$ cat src/rtl/neuron_sequencer_if.sv
// ---------------------------------------------------------------------------
// neuron_sequencer_if
//
// Bundles the two buses the neuron sequencer talks over:
//   * the shared-neuron control bus (neuron_ready / neuron_result in,
//     neuron_rst / layer_sel / neuron_idx out), and
//   * the result write bus (wr_en / wr_layer / wr_addr / wr_data out).
//
// Parameters
//   n                   width of one neuron result word
//   clog2_size_of_layer width of neuron_idx / wr_addr
//
// Modports
//   master  the sequencer side (drives control and write bus)
//   slave   the neuron / result-memory side
// ---------------------------------------------------------------------------
interface neuron_sequencer_if #(
    parameter int n                   = 8,
    parameter int clog2_size_of_layer = 5
);
    logic                           neuron_ready;
    logic [n-1:0]                   neuron_result;
    logic                           neuron_rst;
    logic                           layer_sel;
    logic [clog2_size_of_layer-1:0] neuron_idx;

    logic                           wr_en;
    logic                           wr_layer;
    logic [clog2_size_of_layer-1:0] wr_addr;
    logic [n-1:0]                   wr_data;

    modport master (
        input  neuron_ready, neuron_result,
        output neuron_rst, layer_sel, neuron_idx,
        output wr_en, wr_layer, wr_addr, wr_data
    );

    modport slave (
        output neuron_ready, neuron_result,
        input  neuron_rst, layer_sel, neuron_idx,
        input  wr_en, wr_layer, wr_addr, wr_data
    );
endinterface

$ cat src/rtl/neuron_sequencer.sv
// ---------------------------------------------------------------------------
// neuron_sequencer
//
// Time-multiplexes one shared neuron over a two-layer network. For every
// neuron it clears the accumulator (LOAD), waits for the neuron to report
// completion (RUN), then writes the captured result (STORE). It walks all
// hidden-layer neurons first, then all output-layer neurons, and finally
// pulses done for one cycle.
//
// Ports
//   clk      sole clock, rising edge
//   rst      asynchronous active-high reset
//   clk_en   clock enable; nothing changes on an edge with clk_en = 0
//   start    request one full inference pass (only honoured in IDLE)
//   abort    cancel the current pass, back to IDLE with no write/done
//   bus      neuron_sequencer_if.master: neuron control + result write bus
//   busy     high in every state except IDLE
//   done     one-cycle pulse when the pass completes
//
// All outputs come straight from registers or are decoded from the
// registered state, so there is no combinational input-to-output path.
// ---------------------------------------------------------------------------
module neuron_sequencer #(
    parameter int n                    = 8,
    parameter int size_of_hidden_layer = 30,
    parameter int size_of_output_layer = 10,
    parameter int clog2_size_of_layer  = 5
) (
    input  logic                clk,
    input  logic                rst,
    input  logic                clk_en,
    input  logic                start,
    input  logic                abort,
    neuron_sequencer_if.master  bus,
    output logic                busy,
    output logic                done
);

    localparam int W = clog2_size_of_layer;

    localparam logic [W-1:0] HID_LAST = W'(size_of_hidden_layer - 1);
    localparam logic [W-1:0] OUT_LAST = W'(size_of_output_layer - 1);
    localparam logic [W-1:0] IDX_ONE  = W'(1);

    typedef enum logic [2:0] {
        IDLE,
        LOAD,
        RUN,
        STORE,
        DONE
    } state_t;

    state_t       state_q, state_d;
    logic         sel_q, sel_d;
    logic [W-1:0] idx_q, idx_d;
    logic [n-1:0] data_q, data_d;
    logic [W-1:0] last_idx;

    // Index of the final neuron in whichever layer is being processed.
    assign last_idx = sel_q ? OUT_LAST : HID_LAST;

    // Next-state and datapath update. Abort from any active state wins over
    // every other transition; the index/layer registers are left alone on
    // abort because a fresh start clears them anyway.
    always_comb begin
        state_d = state_q;
        sel_d   = sel_q;
        idx_d   = idx_q;
        data_d  = data_q;

        if (state_q != IDLE && abort) begin
            state_d = IDLE;
        end else begin
            case (state_q)
                IDLE: begin
                    if (start && !abort) begin
                        sel_d   = 1'b0;
                        idx_d   = '0;
                        state_d = LOAD;
                    end
                end
                LOAD: begin
                    state_d = RUN;
                end
                RUN: begin
                    if (bus.neuron_ready) begin
                        data_d  = bus.neuron_result;
                        state_d = STORE;
                    end
                end
                STORE: begin
                    if (idx_q < last_idx) begin
                        idx_d   = idx_q + IDX_ONE;
                        state_d = LOAD;
                    end else if (!sel_q) begin
                        sel_d   = 1'b1;
                        idx_d   = '0;
                        state_d = LOAD;
                    end else begin
                        state_d = DONE;
                    end
                end
                DONE: begin
                    state_d = IDLE;
                end
                default: begin
                    state_d = IDLE;
                end
            endcase
        end
    end

    // State and datapath registers; they only move on enabled edges.
    always_ff @(posedge clk or posedge rst) begin
        if (rst) begin
            state_q <= IDLE;
            sel_q   <= 1'b0;
            idx_q   <= '0;
            data_q  <= '0;
        end else if (clk_en) begin
            state_q <= state_d;
            sel_q   <= sel_d;
            idx_q   <= idx_d;
            data_q  <= data_d;
        end
    end

    // Strobes are pure decodes of the registered state.
    assign bus.neuron_rst = (state_q == LOAD);
    assign bus.wr_en      = (state_q == STORE);
    assign done           = (state_q == DONE);
    assign busy           = (state_q != IDLE);

    assign bus.layer_sel  = sel_q;
    assign bus.neuron_idx = idx_q;
    assign bus.wr_layer   = sel_q;
    assign bus.wr_addr    = idx_q;
    assign bus.wr_data    = data_q;

endmodule

$ cat src/flat_wrapper.sv
// flat-port wrapper written by rule: the top's interface ports become plain ports
module neuron_sequencer_flat 
#(
    parameter int n                    = 8,
    parameter int size_of_hidden_layer = 30,
    parameter int size_of_output_layer = 10,
    parameter int clog2_size_of_layer  = 5
)
  (clk, rst, clk_en, start, abort, busy, done, bus_neuron_ready, bus_neuron_result, bus_neuron_rst, bus_layer_sel, bus_neuron_idx, bus_wr_en, bus_wr_layer, bus_wr_addr, bus_wr_data);
  neuron_sequencer_if #(.n(n), .clog2_size_of_layer(clog2_size_of_layer)) bus_i ();
  input  logic clk;
  input  logic rst;
  input  logic clk_en;
  input  logic start;
  input  logic abort;
  output logic busy;
  output logic done;
  input wire logic [$bits(bus_i.neuron_ready)-1:0] bus_neuron_ready;
  input wire logic [$bits(bus_i.neuron_result)-1:0] bus_neuron_result;
  output wire logic [$bits(bus_i.neuron_rst)-1:0] bus_neuron_rst;
  output wire logic [$bits(bus_i.layer_sel)-1:0] bus_layer_sel;
  output wire logic [$bits(bus_i.neuron_idx)-1:0] bus_neuron_idx;
  output wire logic [$bits(bus_i.wr_en)-1:0] bus_wr_en;
  output wire logic [$bits(bus_i.wr_layer)-1:0] bus_wr_layer;
  output wire logic [$bits(bus_i.wr_addr)-1:0] bus_wr_addr;
  output wire logic [$bits(bus_i.wr_data)-1:0] bus_wr_data;
  assign bus_i.neuron_ready = bus_neuron_ready;
  assign bus_i.neuron_result = bus_neuron_result;
  assign bus_neuron_rst = bus_i.neuron_rst;
  assign bus_layer_sel = bus_i.layer_sel;
  assign bus_neuron_idx = bus_i.neuron_idx;
  assign bus_wr_en = bus_i.wr_en;
  assign bus_wr_layer = bus_i.wr_layer;
  assign bus_wr_addr = bus_i.wr_addr;
  assign bus_wr_data = bus_i.wr_data;
  neuron_sequencer #(.n(n), .size_of_hidden_layer(size_of_hidden_layer), .size_of_output_layer(size_of_output_layer), .clog2_size_of_layer(clog2_size_of_layer)) u_core (.clk(clk), .rst(rst), .clk_en(clk_en), .start(start), .abort(abort), .bus(bus_i), .busy(busy), .done(done));
endmodule
$ cat config.mk
export PLATFORM = sky130hd
export DESIGN_NAME = neuron_sequencer_flat
export DESIGN_NICKNAME = d
export VERILOG_FILES = /design/src/rtl/neuron_sequencer_if.sv /design/src/rtl/neuron_sequencer.sv /design/src/flat_wrapper.sv
export SDC_FILE = /design/constraint.sdc
export NUM_CORES = 1
export LEC_CHECK = 0
export CAP_MARGIN = 20
export CORE_ASPECT_RATIO = 2
export CORE_MARGIN = 10
export CORE_UTILIZATION = 35
export CTS_CLUSTER_DIAMETER = 120
export DETAILED_ROUTE_END_ITERATION = 16
export PLACE_DENSITY_LB_ADDON = 0.25
export REMOVE_ABC_BUFFERS = 1
export SLEW_MARGIN = 5
export SYNTH_ARGS = -nofsm -noshare
export SYNTH_HDL_FRONTEND = slang
export SYNTH_SLANG_ARGS = --single-unit
$ cat constraint.sdc
create_clock -name clk -period 2.8 [get_ports clk]
set_clock_uncertainty 0.15 [all_clocks]
set_input_delay 0.56 -clock clk [delete_from_list [all_inputs] [get_ports clk]]
set_output_delay 0.56 -clock clk [all_outputs]
set_load 0.005 [all_outputs]
==> results.yml <==
clock_tree:
  cts_root_buf: "clkbuf_8"
  clk_pin_slew_worst_paths_ps: 60
  cts_buffers: 3
  clock_sinks: 17
  cts_tree: "done"
  postCtsHoldBufs: 0
  clkLatencyLatePin_ps: 250
  ctsHtreeMaxLevel: 1
  post_cts_buffers: 0
  post_cts_resized: 0
  clockBufferDepth: 2
min_path:
  holdPathStages: 1
  hold_end: "u_core.bus.wr_data[3]"
  worstHoldStart: "u_core.bus.wr_data[3]"
  hp-class: "flop to flop"
sta:
  finalHoldViolCount: 0
  finalSetupViolCount: 0
  post-route-period-util_pct: 90.3
  slew_violations: 0
  fin_setup_tns_ps: 0
  rsz0062_at_grt: "no"
  fmax_ghz: 0.395
  slew_headroom_pct: 55.4
  worst_pin_slew_ps: 668
  holdWs_ps: 354
  period_needed_ps: 2530
power:
  finalPower_mw: 1.23
  powerDensity_nw_per_um2: 905
  p_leak_nw: 0.589
  peakVddDrop_mv: 0.545
finish:
  fin_area_sq_um: 1360
  area_growth_pct: 42.3
  regArea_sq_um: 425
  nets: 145
  multi_input_area_sq_um: 464
  drive_above_1_share_pct: 11.0
  antenna_cells: 0
  fillers: 250
worst_setup_path:
  r2r_end: "u_core.bus.neuron_idx[4]"
  arrival_ps: 1820
  rrSetupSlack_ps: 460
  regToRegStartpoint: "u_core.bus.neuron_idx[2]"
  slowest_delay_ps: 550
  worst-path-buf-inv: 2
  cp.required_ps: 2090
  worstPathMaxFanout: 9
  worstRegToRegCells: 6
  startpoint_type: "flop"
  end_kind: "primary output"
  critPathKind: "flop to primary output"
  worstPathCellList: "and2_1 -> nand2b_1 -> inv_1 -> clkdlybuf4s50_1"
  crit_slowest_cell: "clkdlybuf4s50_1"
  cpLargestDelayFamily: "buffers and inverters"
grt:
  antenna_found_initial: 0
  grt_pass1_wl_mm: 4.23
  use_met3_pct: 5.42
  use_met1_pct: 9.55
  grtUsageMet2_pct: 15.9
  grt_max_degree: 18
  track_usage_pct: 9.46
  grt_pass1_vias: 889
  grt_overflow_total: 0
  grt-busiest-layer: "met2"
place:
  gp_congestion: 0.772
  dpl_cell_area_sq_um: 1310
  dp_hpwl_mm: 1.96
  io_buffers: 37
run_status:
  status: "finished, final reports clean"
synthesis:
  synth.avg_cell_area_sq_um: 10.3
  yosysUniqueCellTypes: 34
  yosys_register_bits: 17
  synth_compound_area_share_pct: 15.4
  ys_warn_count: 0
  syn_area_sq_um: 956
  synthXorXnorAreaFrac_pct: 0
  yosysSeqAreaShare_pct: 44.5
  async_flop_share_pct: 100
  synth_top_family_by_area: "simple AND/OR/NAND/NOR gates"
  yosys.area_share.adder_pct: 3.93
  synth_edf_count: 0
  syn_inst: 93
  synthMuxAreaShare_pct: 10.5
  ys.flop_type: "dfrtp_1"
  synth-simple-area-share_pct: 18.7
route:
  postRouteAntennaNets: 0
  totalWireLength_mm: 2.48
  vias: 834
  wl_per_cell_um: 16.0
  drcViolationCount: 0
  viasPerCell: 5.38
  drtPass1Iterations: 4
  drt_iter0_markers: 20
floorplanning:
  io_pins: 38
  rows: 26
  die_h_um: 93.9
  fp.dieW_um: 57.0
  core_area_sq_um: 2600
  start_util_pct: 36.7
  die_area_sq_um: 5350
run:
  drv_cap: 0
through the flow:
step	utilization (%)	setup slack, ps	instances
CTS	52.3	281	155
finish	52.3	270	155
detailed placement	50.5	229	151
floorplan	-	633	85
global route	52.3	171	155
global placement	50.5	300	151
cells in the mapped netlist (all sizes together) (3+ instances only):
master,count,area (sq um)
dfrtp,17,425
buf,8,55.1
mux2,8,90.1
nand2,7,26.3
nor2,7,26.3
o211ai,5,42.5
ha,3,37.5
inv,3,11.3
nand3,3,15.0
power breakdown:
group	internal [mW]	switching (mW)
Combinational	0.377	0.212
Clock	0.0984	0.0807
Sequential	0.342	0.120
how the worst max path moves through the flow:
| stage | startpoint | cells after the start | to | slack (ps) |
|---|---|---|---|---|
| floorplan | u_core.bus.neuron_idx[2] | 6 | u_core.bus.neuron_idx[4] | 630 |
| global placement | abort | 6 | u_core.bus.neuron_idx[4] | 300 |
| detailed placement | abort | 6 | u_core.bus.neuron_idx[4] | 230 |
| CTS | u_core.state_q[1] | 4 | bus_wr_en | 280 |
| global route | u_core.state_q[1] | 4 | bus_wr_en | 170 |
| finish | u_core.state_q[1] | 4 | bus_wr_en | 270 |
cells in the final DEF (no fill, tap or decap), drive strengths merged, types with 3 or more instances in the layout:
cell type,n
clkbuf,3
clkdlybuf4s50,37
dfrtp,17
ha,3
inv,3
mux2,8
nand2,7
nand3,3
nor2,7
o211ai,5
sequential cells by signal, indices dropped and copies added (netlist names):
signal	count
u_core.state_q	3
u_core.bus.layer_sel	1
u_core.bus.neuron_idx	5
u_core.bus.wr_data	8
cell type report:
cell class | count | share of cell area [%]
sequential | 17 | 31.3
multi-input combinational | 65 | 34.1
inverter | 3 | 0.828
tap | 28 | 2.58
clock buffer | 3 | 3.04
timing repair buffer | 38 | 27.8
clock inverter | 1 | 0.368
routing by layer:
layer	routed length [um]	up-vias
li1	-	401
met4	16	0
met1	865	394
met5	0	-
met2	1290	37
met3	306	2
cell families after synthesis:
logic type,count (synthesis)
mux,9
buf+inv,11
compound gates,19
fa+ha+maj,3
simple gates,34
flops,17
(Power assumes the default switching activity.)
